[src/rtl/dispense_controller.sv]
// Dispense controller: turns grant edges from the vending FSM into timed
// vend transactions (motor run, then optional 1 TL and 0.5 TL coin ejects),
// tracks per-product stock, and flags empty and error conditions.
module dispense_controller #(
    parameter int DISP_CYCLES = 50,
    parameter int COIN_PULSE  = 10,
    parameter int COIN_GAP    = 10,
    parameter int STOCK_W     = 4,
    parameter int STOCK_INIT  = 10
) (
    input  logic               Clk,
    input  logic               Req_n,
    input  logic               G_Coke,
    input  logic               G_Water,
    input  logic               Change1,
    input  logic               Change05,
    input  logic               Restock,
    output logic               Motor_Coke,
    output logic               Motor_Water,
    output logic               Eject1,
    output logic               Eject05,
    output logic               Busy,
    output logic [STOCK_W-1:0] Coke_Cnt,
    output logic [STOCK_W-1:0] Water_Cnt,
    output logic               Empty_Coke,
    output logic               Empty_Water,
    output logic               Err
);

    // One shared phase timer covers the longest of the three timed phases.
    localparam int TMAX_A = (DISP_CYCLES > COIN_PULSE) ? DISP_CYCLES : COIN_PULSE;
    localparam int TMAX   = (TMAX_A > COIN_GAP) ? TMAX_A : COIN_GAP;
    localparam int TMR_W  = $clog2(TMAX + 1);

    localparam logic [TMR_W-1:0]   DISP_LAST  = TMR_W'(DISP_CYCLES - 1);
    localparam logic [TMR_W-1:0]   PULSE_LAST = TMR_W'(COIN_PULSE - 1);
    localparam logic [TMR_W-1:0]   GAP_LAST   = TMR_W'(COIN_GAP - 1);
    localparam logic [STOCK_W-1:0] INIT_VAL   = STOCK_W'(STOCK_INIT);

    typedef enum logic [2:0] {
        S_IDLE,
        S_DISP,
        S_EJ1,
        S_GAP1,
        S_EJ05,
        S_GAP05
    } state_t;

    state_t             state_q, state_d;
    logic [TMR_W-1:0]   timer_q;
    logic               tmr_last;

    // smp_q = {Change05, Change1, G_Water, G_Coke} registered once; the change
    // bits are levels captured with the grant, so only grants keep a previous value.
    logic [3:0]         smp_q;
    logic [1:0]         prev_q;
    logic [1:0]         rise;
    logic               coke_rise, grant_rise, dual_rise;
    logic               start_ok, stock_zero, enter_disp;

    logic               sel_coke_q, c1_q, c05_q;
    logic               err_q, err_d;
    logic [STOCK_W-1:0] stock [2];
    logic [1:0]         sel_vec;

    assign rise       = smp_q[1:0] & ~prev_q;
    assign coke_rise  = rise[0];
    assign grant_rise = |rise;
    assign dual_rise  = &rise;
    assign start_ok   = (state_q == S_IDLE) && grant_rise && !dual_rise;
    assign stock_zero = coke_rise ? (stock[0] == '0) : (stock[1] == '0);
    assign enter_disp = (state_q == S_IDLE) && (state_d == S_DISP);
    assign sel_vec    = {~coke_rise, coke_rise};

    // Input sampling; reset to 1 so levels already high at release give no edge.
    always_ff @(posedge Clk) begin
        if (!Req_n) begin
            smp_q  <= '1;
            prev_q <= '1;
        end else begin
            smp_q  <= {Change05, Change1, G_Water, G_Coke};
            prev_q <= smp_q[1:0];
        end
    end

    // FSM state register.
    always_ff @(posedge Clk) begin
        if (!Req_n) begin
            state_q <= S_IDLE;
        end else begin
            state_q <= state_d;
        end
    end

    // Last cycle of the current timed phase.
    always_comb begin
        tmr_last = 1'b0;
        case (state_q)
            S_DISP:          tmr_last = (timer_q == DISP_LAST);
            S_EJ1, S_EJ05:   tmr_last = (timer_q == PULSE_LAST);
            S_GAP1, S_GAP05: tmr_last = (timer_q == GAP_LAST);
            default:         tmr_last = 1'b0;
        endcase
    end

    // FSM next state; an empty product skips straight to the coin phases.
    always_comb begin
        state_d = state_q;
        case (state_q)
            S_IDLE: begin
                if (start_ok) begin
                    if (!stock_zero)   state_d = S_DISP;
                    else if (smp_q[2]) state_d = S_EJ1;
                    else if (smp_q[3]) state_d = S_EJ05;
                end
            end
            S_DISP: begin
                if (tmr_last) begin
                    if (c1_q)       state_d = S_EJ1;
                    else if (c05_q) state_d = S_EJ05;
                    else            state_d = S_IDLE;
                end
            end
            S_EJ1:   if (tmr_last) state_d = S_GAP1;
            S_GAP1:  if (tmr_last) state_d = c05_q ? S_EJ05 : S_IDLE;
            S_EJ05:  if (tmr_last) state_d = S_GAP05;
            S_GAP05: if (tmr_last) state_d = S_IDLE;
            default: state_d = S_IDLE;
        endcase
    end

    // Error on: grant edge while busy, both grants at once, or empty product selected.
    always_comb begin
        err_d = (grant_rise && (state_q != S_IDLE))
             || ((state_q == S_IDLE) && dual_rise)
             || (start_ok && stock_zero);
    end

    // Phase timer, transaction capture and registered error pulse.
    always_ff @(posedge Clk) begin
        if (!Req_n) begin
            timer_q    <= '0;
            sel_coke_q <= 1'b0;
            c1_q       <= 1'b0;
            c05_q      <= 1'b0;
            err_q      <= 1'b0;
        end else begin
            if (state_d != state_q || state_q == S_IDLE) begin
                timer_q <= '0;
            end else begin
                timer_q <= timer_q + 1'b1;
            end
            if (start_ok) begin
                sel_coke_q <= coke_rise;
                c1_q       <= smp_q[2];
                c05_q      <= smp_q[3];
            end
            err_q <= err_d;
        end
    end

    // Per-product stock counters: index 0 coke, index 1 water.
    genvar gi;
    generate
        for (gi = 0; gi < 2; gi++) begin : g_stock
            logic [STOCK_W-1:0] cnt_q;
            // Restock beats a same-cycle decrement; never wraps below zero.
            always_ff @(posedge Clk) begin
                if (!Req_n) begin
                    cnt_q <= INIT_VAL;
                end else if (Restock) begin
                    cnt_q <= INIT_VAL;
                end else if (enter_disp && sel_vec[gi] && (cnt_q != '0)) begin
                    cnt_q <= cnt_q - 1'b1;
                end
            end
            assign stock[gi] = cnt_q;
        end
    endgenerate

    // Output decode from the registered state.
    always_comb begin
        Motor_Coke  = (state_q == S_DISP) && sel_coke_q;
        Motor_Water = (state_q == S_DISP) && !sel_coke_q;
        Eject1      = (state_q == S_EJ1);
        Eject05     = (state_q == S_EJ05);
        Busy        = (state_q != S_IDLE);
        Err         = err_q;
        Coke_Cnt    = stock[0];
        Water_Cnt   = stock[1];
        Empty_Coke  = (stock[0] == '0);
        Empty_Water = (stock[1] == '0);
    end

endmodule

[config.mk]
export PLATFORM = sky130hd
export DESIGN_NAME = dispense_controller
export DESIGN_NICKNAME = d
export VERILOG_FILES = /design/src/rtl/dispense_controller.sv
export SDC_FILE = /design/constraint.sdc
export NUM_CORES = 1
export LEC_CHECK = 0
export CAP_MARGIN = 10
export CORE_MARGIN = 5
export CORE_UTILIZATION = 30
export CTS_CLUSTER_SIZE = 20
export DETAILED_ROUTE_END_ITERATION = 8
export PLACE_DENSITY = 0.59
export SYNTH_ARGS = -nofsm -noshare
export SYNTH_HDL_FRONTEND = slang
export SYNTH_SLANG_ARGS = --single-unit
[constraint.sdc]
create_clock -name Clk -period 2.8 [get_ports Clk]
set_clock_uncertainty 0.2 [all_clocks]
set_input_delay 0.28 -clock Clk [delete_from_list [all_inputs] [get_ports Clk]]
set_output_delay 0.28 -clock Clk [all_outputs]
set_load 0.01 [all_outputs]
Yosys cells after proc, flatten, opt, wreduce, memory -nomap -nowiden. Index checks and enable logic that the tools add are counted.

Flip-flop bits (word level): 27. Latch bits: 0. Bits in writable memories: 0. ROM bits: 0. Output and inout port bits: 16. Word-level logic and storage cells: 68. Memories: 0.

Add/sub/neg operators: 3. Multiply operators: 0. Div/mod/pow operators: 0. Magnitude comparators: 0. Eq/ne operators: 9. Shift operators: 0. Muxes and demuxes: 14. Bitwise operators: 4. Reduce and logical (&&, ||, !) cells: 28.

Operator list (count): 3-bit 2-to-1 mux (11); 3-bit case mux with 6 select lines (1); 1-bit logical AND (12); 4-bit logical NOT (2); 4-bit nonzero test (2); 4-bit by 1-bit subtractor with 4-bit output (second input constant) (2); 6-bit by 1-bit adder with 6-bit output (second input constant) (1); 3-bit by 1-bit == test with 1-bit output (second input constant) (2); 3-bit by 2-bit == test with 1-bit output (second input constant) (2); 3-bit == test (second input constant) (2); 6-bit by 4-bit == test with 1-bit output (second input constant) (1); 6-bit == test (second input constant) (1); 2-bit OR reduction (3); 4-bit OR reduction (1); 3-bit logical NOT (1); 1-bit logical OR (3); 3-bit inequality test (1); 3-bit nonzero test (1); 2-bit bitwise AND (1); 1-bit logical NOT (2); 1-bit NOT (2); 2-bit NOT (1); 1-bit case mux with 2 select lines (1); 2-bit AND reduction (1); 1-bit 2-to-1 mux (1).

Depth between registers and ports, before layout. Gate-level depths: netlist of run 1.

Depth after elaboration: 11. Mapped depth: 8. Mapped depth without buffers: 7.

Worst setup path before layout of run 1. No wires, ideal clock.

Path kind: register to register. Start: register g_stock[0].cnt_q[0], in the netlist Coke_Cnt[0]. End: register g_stock[0].cnt_q[3], in the netlist Coke_Cnt[3]. Library setup time: 0.123 ns. Arrival time: 1.893 ns. Required time: 2.477 ns. Setup slack: 0.584 ns. Stages on the path, launching flop included: 9. Period minus slack after synthesis: 2.216 ns. Cell sequence: dfxtp_1 inv_1 ha_1 nor3b_1 or4_1 buf_2 nor4_4 xnor2_1 nand2_1.

Longest elaborated chain between the ends: 9. Elaborated cells on any way between the ends: 11. Those cells by class: 1 x add/sub; 1 x eq/ne; 4 x mux; 5 x reduce/logical.

Ends and longest elaborated chain: start: declaration (RTL line 166) `logic [STOCK_W-1:0] cnt_q;`; start signal: assignment (RTL line 174) `cnt_q <= cnt_q - 1'b1;`; 4-bit logical NOT; named net Empty_Coke (RTL line 25) `output logic Empty_Coke,`; 1-bit 2-to-1 mux (RTL line 71) `assign stock_zero = coke_rise ? (stock[0] == '0) : (stock[1] == '0);`; 3-bit 2-to-1 mux (RTL line 112) `if (!stock_zero) state_d = S_DISP;`; 3-bit 2-to-1 mux (RTL line 111) `if (start_ok) begin`; 3-bit case mux with 6 select lines (RTL line 109) `case (state_q)`; 3-bit by 1-bit == test with 1-bit output (RTL line 72) `assign enter_disp = (state_q == S_IDLE) && (state_d == S_DISP);`; 1-bit logical AND (RTL line 72); 1-bit logical AND (2 in series) (RTL line 173) `end else if (enter_disp && sel_vec[gi] && (cnt_q != '0)) begin`.

The timed path passes the listed nets, and every way through them passes these cells. A chain may end at the register's enable or synchronous reset.

Final worst setup path of run 1.
Start: register g_stock[0].cnt_q[0], in the netlist Coke_Cnt[0]. End: output port Empty_Coke.

Longest elaborated chain between the ends: 1.

Ends and longest elaborated chain: 4-bit logical NOT (RTL line 191) `Empty_Coke = (stock[0] == '0);`; end: declaration (RTL line 25).

Every way passes these cells.

==> metrics.cfg, run 1 <==
[sta]
fmax_mhz=391
tns_ns=0
period_share=0.913
finalMaxSlewViolations=0
finalSetupViolations=0
hold_viol=0
slew_headroom=0.597
min_period_ns=2.56
worst_slack_ns=0.245
rsz0062_at_grt=false
tightest_slew_ns=0.603

[worst_setup_path]
startpoint=Coke_Cnt[0]$_SDFFE_PP0P_
path_buf_inv=2
path_class=reg2out
critPathTopFamily=buffers and inverters
worstReg2RegStart=state_q[1]$_SDFF_PN0_
crit_chain=inv_1 > ha_1 > nor3b_1 > clkdlybuf4s50_1
worstPathArrival_ns=2.08
cp_max_fo=5
crit_required_ns=2.32
slowest_stage=clkdlybuf4s50_1
cpPeakStageDelay_ns=0.66
critPathLaunchType=flop
endpoint_kind=output port

[cts]
clockBufferDepth=2
postCtsSetupBuffers=0
cts.clk_slew.worst_paths_ns=0.10
cts_max_level=1
clkLatencyLatePin_ns=0.29
cts-root-buf=clkbuf_8
numCtsBuffers=3
cts.sinks=27
cts_tree=done
ctsResizeCount=0
cts_hold_buf=0

[pwr]
power_frac_seq=0.573
vdd_drop_max_mv=0.181
p_total_w=0.000704
sw_frac_of_total=0.247
combPwrFrac=0.086
powerDensity_nw_per_um2=439
clockPowerShare=0.341
p_sw_w=0.000174
p_leak_nw=0.618
internal-power_w=0.000530

[drt]
wl_per_cell_um=12.2
vias_per_cell=4.77
drtIter0Drc=39
dr.pass1.iters=4
final_antenna_net_count=0
drt_wl_total_mm=2.61
drc=0
vias=1021

[synthesis]
synth_most_common_cell=dfxtp_1
synth_ff_type=dfxtp_1
async_reset_ff_frac=0
seq_area_frac_synth=0.419
synth_seq_cells=27
syn_nets=154
synth_edf_count=0
synth_area_um2=1290
synth_common_cells=dfxtp_1 (27), nor2_1 (20), inv_1 (9)
yosysTopAreaCell=dfxtp_1
synthCells=143
synth_cell_type_count=39
netlist_top_cells_area=dfxtp_1 (42%), nor2_1 (5.8%), xnor2_1 (5.4%)
ys_warn_count=0
yosysTopAreaCellShare=0.419
postSynthAreaPerCell_um2=9.01

[final_layout]
diodes=0
final_cell_count_no_fill=214
final_nets=176
syn_to_final_growth_pct=24.6
drive_gt1_frac=0.0671
final_core_util=0.393
fillers=416

[outcome]
status=complete, no violations

[placed_design]
place.gp.congestion=0.747
pre_cts_ws_ns=0.513
dp.final_hpwl_mm=2.00
dp.cells=210
port_buffers=22

[floorplanning]
die_w_um=75.5
fp-row-count=23
die_area_um2=5710
die_h_um=75.5
ios=23
coreArea_um2=4090
initial_core_util=0.315

[global_route]
antenna_found_initial=0
grt_pass1_vias=970
grt_pass1_wl_mm=4.37
grt.total_usage=0.0994
grt_max_degree=18
overflow=0

[worst_hold_path]
hp-start=smp_q[1]$_SDFF_PN1_
hold_class=reg2reg

[run]
maxCapViolCount=0

## kinds of logic (layout without fill, tap and decap cells)
kind of cell             Yosys count  in the layout  share of synthesized area
flip-flops                        27             27                      0.419
adder cells (fa/ha/maj)            4              4                     0.0388
AND/OR/NAND/NOR                   62             62                      0.284
AO/OA/AOI/OAI                     18             18                     0.0971
buffers and inverters             16             37                     0.0476
XOR/XNOR                          11             11                     0.0748
multiplexers                       5              5                     0.0388
## metrics by stage
step / instance area [um2] / hold slack (ns)
5_1_grt: 1610 / 0.251
4_1_cts: 1610 / 0.245
6_report: 1610 / 0.239
3_3_place_gp: 1560 / 0.214
3_5_place_dp: 1560 / 0.218
2_1_floorplan: 1290 / 0.181
## power groups by stage
stage | Sequential (W) | Combinational (W) | Clock [W]
6_report | 0.000404 | 0.0000606 | 0.000240
5_1_grt | 0.000405 | 0.0000677 | 0.000262
4_1_cts | 0.000404 | 0.0000615 | 0.000248
3_5_place_dp | 0.000412 | 0.0000614 | 0
3_3_place_gp | 0.000412 | 0.0000599 | 0
2_1_floorplan | 0.000409 | 0.0000395 | 0
## registers in the layout, summed over array words and instances (netlist names)
name        count
Err             1
timer_q         6
Coke_Cnt        4
state_q         3
smp_q           4
sel_coke_q      1
Water_Cnt       4
c1_q            1
prev_q          2
c05_q           1
## per-layer routing
| metal | part of all wire | wire (um) | track usage |
|---|---|---|---|
| met4 | 0.013 | 33 | 0.0408 |
| met1 | 0.47 | 1240 | 0.118 |
| met5 | 0 | 0 | 0 |
| met3 | 0.050 | 130 | 0.0277 |
| met2 | 0.46 | 1200 | 0.169 |
## layout make-up
type | count | area, um2 | share of cell area
clock buffer | 3 | 41.3 | 0.0257
clock inverter | 1 | 8.76 | 0.00546
inverter | 10 | 37.5 | 0.0234
multi-input combinational | 100 | 687 | 0.428
sequential | 27 | 541 | 0.337
tap | 50 | 62.6 | 0.0390
timing repair buffer | 23 | 228 | 0.142
## worst reg2reg max path, delay by kind of cell (launching register included)
family / cells / cell delay [ns]
xor+xnor: 1 / 0.14
buf+inv: 1 / 0.10
simple gates: 4 / 1.28
flops: 1 / 0.45
## final timing paths
path / to / slack, ns / cells after the start
worst max-delay path: Empty_Coke / 0.24 / 4
worst min-delay path: prev_q[1]$_SDFF_PN1_ / 0.24 / 1
worst max register to register: Coke_Cnt[3]$_SDFFE_PP1P_ / 0.52 / 6
worst min register to register: prev_q[1]$_SDFF_PN1_ / 0.24 / 1
## layout by cell type (no fill, tap or decap), types with 2 or more instances in the layout
cell and n:
nand3b_1 2, a21oi_1 4, xor2_1 3, inv_1 9, clkbuf_8 3, or3b_2 2, dfxtp_1 27, o21ai_0 3
nand2_1 6, nand4b_1 2, xnor2_1 8, nor2b_1 3, mux2i_1 5, clkdlybuf4s50_1 22, ha_1 4, o211ai_1 2
nor2_1 20, nor3b_1 3, nand2b_1 8, nand3_1 4, nand4_1 3, o31ai_1 2
Power figures use the tool's default switching activity.
==> run 2, diff against run 1 <==
--- a/config.mk
+++ b/config.mk
@@ -10,6 +10,7 @@
 export CORE_UTILIZATION = 30
 export CTS_CLUSTER_SIZE = 20
 export DETAILED_ROUTE_END_ITERATION = 8
+export GPL_TIMING_DRIVEN = 0
 export PLACE_DENSITY = 0.59
 export SYNTH_ARGS = -nofsm -noshare
 export SYNTH_HDL_FRONTEND = slang
==> metrics.cfg, run 2 (synthesis results as in run 1) <==
[outcome]
status=complete, no violations

[global_route]
grt.total_usage=0.0948
overflow=0
grt_max_degree=18
antenna_found_initial=0
grt_pass1_vias=975
grt_pass1_wl_mm=4.22

[sta]
slew_headroom=0.584
fmax_mhz=388
tns_ns=0
finalSetupViolations=0
period_share=0.921
tightest_slew_ns=0.623
hold_viol=0
min_period_ns=2.58
finalMaxSlewViolations=0
rsz0062_at_grt=false

[floorplanning]
die_h_um=75.5
ios=23
fp-row-count=23
die_area_um2=5710
die_w_um=75.5
initial_core_util=0.315
coreArea_um2=4090

[final_layout]
diodes=0
final_cell_mix=dfxtp_1 (27), clkdlybuf4s50_1 (22), nor2_1 (20)
largest_reg_flops=6
regMostFlops=timer_q
seq_area_um2=541
final_nets=181
layout_commonest_cell=dfxtp_1
fillers=408
final_core_util=0.397
drive_gt1_frac=0.0651
multi_input_area_um2=687
postLayoutCellArea_um2=1620
syn_to_final_growth_pct=25.8

[worst_setup_path]
reg2reg_depth=8
critPathLaunchType=flop
cp_max_fo=5
worstReg2RegStart=Coke_Cnt[0]$_SDFFE_PP0P_
cpPeakStageDelay_ns=0.66
crit-reg2reg-capture=Coke_Cnt[3]$_SDFFE_PP1P_
path_buf_inv=2
crit_chain=inv_1 > ha_1 > nor3b_1 > clkdlybuf4s50_1
endpoint_kind=output port
worstPathArrival_ns=2.10
slowest_stage=clkdlybuf4s50_1
r2r_slack_ns=0.54
path_class=reg2out
crit_required_ns=2.32
critPathTopFamily=buffers and inverters

[drt]
dr.pass1.iters=4
drtIter0Drc=26
wl_per_cell_um=11.6
vias_per_cell=4.70
drt_wl_total_mm=2.54
drc=0
final_antenna_net_count=0
vias=1029

[cts]
postCtsSetupBuffers=0
cts.clk_slew.worst_paths_ns=0.10
clkLatencyLatePin_ns=0.28
cts_hold_buf=0
clockBufferDepth=2
cts_tree=done
cts-root-buf=clkbuf_8
cts_max_level=1
numCtsBuffers=3
ctsResizeCount=0
cts.sinks=27

[placed_design]
dp.final_hpwl_mm=1.95
port_buffers=22
place.gp.congestion=0.787
place_area_um2=1570

[worst_hold_path]
whs_path_depth=1
min_to=prev_q[1]$_SDFF_PN1_
hold_class=reg2reg
hp-start=smp_q[1]$_SDFF_PN1_

[pwr]
vdd_drop_max_mv=0.205
p_leak_nw=0.621
powerDensity_nw_per_um2=431

[run]
maxCapViolCount=0

==> run 2: cell types whose count changed in the layout (fill, tap and decap cells not counted), sizes merged <==
cell    previous run  this run
clkbuf             3         8
==> run 2: worst max-delay path by stage <==
| stage | slack (ns) | cells past startpoint | end | startpoint |
|---|---|---|---|---|
| after detailed placement | 0.52 | 8 | Coke_Cnt[3]$_SDFFE_PP1P_ | Coke_Cnt[0]$_SDFFE_PP0P_ |
| after global placement | 0.56 | 4 | Empty_Coke | Coke_Cnt[0]$_SDFFE_PP0P_ |
| final | 0.22 | 4 | Empty_Coke | Coke_Cnt[0]$_SDFFE_PP0P_ |
| after floorplan | 0.58 | 8 | Coke_Cnt[3]$_SDFFE_PP1P_ | Coke_Cnt[0]$_SDFFE_PP0P_ |
| after CTS | 0.19 | 4 | Empty_Coke | Coke_Cnt[0]$_SDFFE_PP0P_ |
| after global routing | 0.10 | 4 | Empty_Coke | Coke_Cnt[0]$_SDFFE_PP0P_ |
==> run 2: report_power, final <==
part	total (W)	internal [W]	leakage [nW]	switching, W
registers	0.000401	0.000394	0.220	0.00000693
logic	0.0000644	0.0000318	0.375	0.0000326
clock network	0.000233	0.000104	0.0261	0.000129
total	0.000698	0.000530	0.621	0.000168
==> run 2: final cells by class <==
| cell class | instances | area share |
|---|---|---|
| Clock buffer | 3 | 0.0255 |
| Inverter | 10 | 0.0231 |
| Timing Repair Buffer | 22 | 0.136 |
| Clock inverter | 1 | 0.00540 |
| Sequential cell | 27 | 0.333 |
| Multi-Input combinational cell | 100 | 0.424 |
| Tap cell | 50 | 0.0386 |
| Buffer | 6 | 0.0147 |
==> run 2: layer usage <==
metal / global-route usage / vias to the layer above / routed length [um]
met1: 0.125 / 464 / 1240
met3: 0.0211 / 4 / 109
li1: - / 541 / -
met4: 0.0408 / 0 / 36
met2: 0.149 / 20 / 1160
met5: 0 / - / 0
==> run 2: through the flow <==
stage	instances	hold slack, ns	total power (W)	setup slack (ns)
after floorplan	143	0.181	0.000448	0.584
after detailed placement	215	0.219	0.000474	0.523
after CTS	219	0.247	0.000706	0.187
after global placement	215	0.214	0.000472	0.559
final	219	0.240	0.000698	0.221
after global routing	219	0.268	0.000724	0.104
==> run 3, diff against run 2 <==
--- a/config.mk
+++ b/config.mk
@@ -11,7 +11,7 @@
 export CTS_CLUSTER_SIZE = 20
 export DETAILED_ROUTE_END_ITERATION = 8
 export GPL_TIMING_DRIVEN = 0
-export PLACE_DENSITY = 0.59
+export PLACE_DENSITY = 0.53
 export SYNTH_ARGS = -nofsm -noshare
 export SYNTH_HDL_FRONTEND = slang
 export SYNTH_SLANG_ARGS = --single-unit
==> metrics.cfg, run 3 (synthesis results as in run 1) <==
[outcome]
status=complete, no violations

[cts]
ctsResizeCount=0
cts.sinks=27
cts-root-buf=clkbuf_8
clockBufferDepth=2
cts_hold_buf=0
cts_max_level=1
clkLatencyLatePin_ns=0.26
cts_tree=done
postCtsSetupBuffers=0
numCtsBuffers=3
cts.clk_slew.worst_paths_ns=0.09

[floorplanning]
coreArea_um2=4090
die_h_um=75.5
initial_core_util=0.315
die_w_um=75.5
fp-row-count=23
ios=23
die_area_um2=5710

[sta]
hold_viol=0
period_share=0.922
slew_headroom=0.565
whs_ns=0.244
finalSetupViolations=0
finalMaxSlewViolations=0
rsz0062_at_grt=false
tightest_slew_ns=0.651
tns_ns=0
fmax_mhz=387
min_period_ns=2.58

[drt]
met3_wirelength_um=131
vias_per_cell=4.72
drc=0
vias=1034
final_antenna_net_count=0
drtIter0Drc=41
wl_per_cell_um=11.5
top_layer=met4
wl_met1_mm=1.26
dr.pass1.iters=4
drt_wl_total_mm=2.51
met2_length_mm=1.09

[global_route]
grt_max_degree=15
antenna_found_initial=0
grt.total_usage=0.0952
grt_pass1_wl_mm=4.15
overflow=0
grt_pass1_vias=918

[final_layout]
drive_gt1_frac=0.0592
regMostFlops=timer_q
layout_commonest_cell=dfxtp_1
final_cell_mix=dfxtp_1 (27), clkdlybuf4s50_1 (22), nor2_1 (20)
fillers=431
largest_reg_flops=6
diodes=0
final_nets=181
syn_to_final_growth_pct=25.4

[placed_design]
place.gp.congestion=0.793
port_buffers=22
dp.final_hpwl_mm=1.91

[worst_hold_path]
hold_class=reg2reg

[pwr]
p_leak_nw=0.618
vdd_drop_max_mv=0.224
powerDensity_nw_per_um2=420

[worst_setup_path]
critPathLaunchType=flop
cp_max_fo=5
worstPathArrival_ns=2.10
crit_required_ns=2.32
path_class=reg2out
endpoint_kind=output port

[run]
maxCapViolCount=0

## run 3: cell types whose count changed in the layout (fill, tap and decap cells not counted)
cell	change
clkbuf_1	+1
inv_6	-1
## run 3: final cells by class
| class | count | area [um2] | share of cell area |
|---|---|---|---|
| buffer | 6 | 23.8 | 0.0147 |
| timing repair buffer | 22 | 220 | 0.136 |
| multi-input combinational | 100 | 687 | 0.425 |
| sequential | 27 | 541 | 0.334 |
| inverter | 10 | 37.5 | 0.0232 |
| tap | 50 | 62.6 | 0.0387 |
| clock buffer | 4 | 45.0 | 0.0279 |
## run 3: worst paths after layout
path / to / from / cells after the start / slack [ns]
worst max-delay path: Empty_Coke / Coke_Cnt[0]$_SDFFE_PP0P_ / 4 / 0.22
worst min-delay path: prev_q[1]$_SDFF_PN1_ / smp_q[1]$_SDFF_PN1_ / 1 / 0.24
worst max register to register: Coke_Cnt[3]$_SDFFE_PP1P_ / Coke_Cnt[0]$_SDFFE_PP0P_ / 8 / 0.54
worst min register to register: prev_q[1]$_SDFF_PN1_ / smp_q[1]$_SDFF_PN1_ / 1 / 0.24
## run 3: stage by stage
stage               worst slack (ns)  power [W]  utilization  cells  cell area, um2
CTS                            0.212   0.000696        0.396    219            1620
floorplan                      0.584   0.000448            -    143            1290
global placement               0.574   0.000473        0.385    215            1570
finish                         0.218   0.000679        0.396    219            1620
detailed placement             0.518   0.000474        0.385    215            1570
global route                  0.0703   0.000719        0.396    219            1620
## run 3: power by group
part,internal [W],switching [W]
registers,0.000394,0.00000702
clock network,0.000102,0.000113
logic,0.0000318,0.0000321
## run 3: layer usage
layer  GRT usage  vias up
li1            -      541
met1       0.126      469
met2       0.149       22
met3      0.0290        2
met4      0.0291        0
met5           0        -
## run 3: critical path, cell delays in order (launching register included)
cell and delay [ns]:
dfxtp_1 0.36, inv_1 0.10, ha_1 0.16, nor3b_1 0.55, clkdlybuf4s50_1 0.66
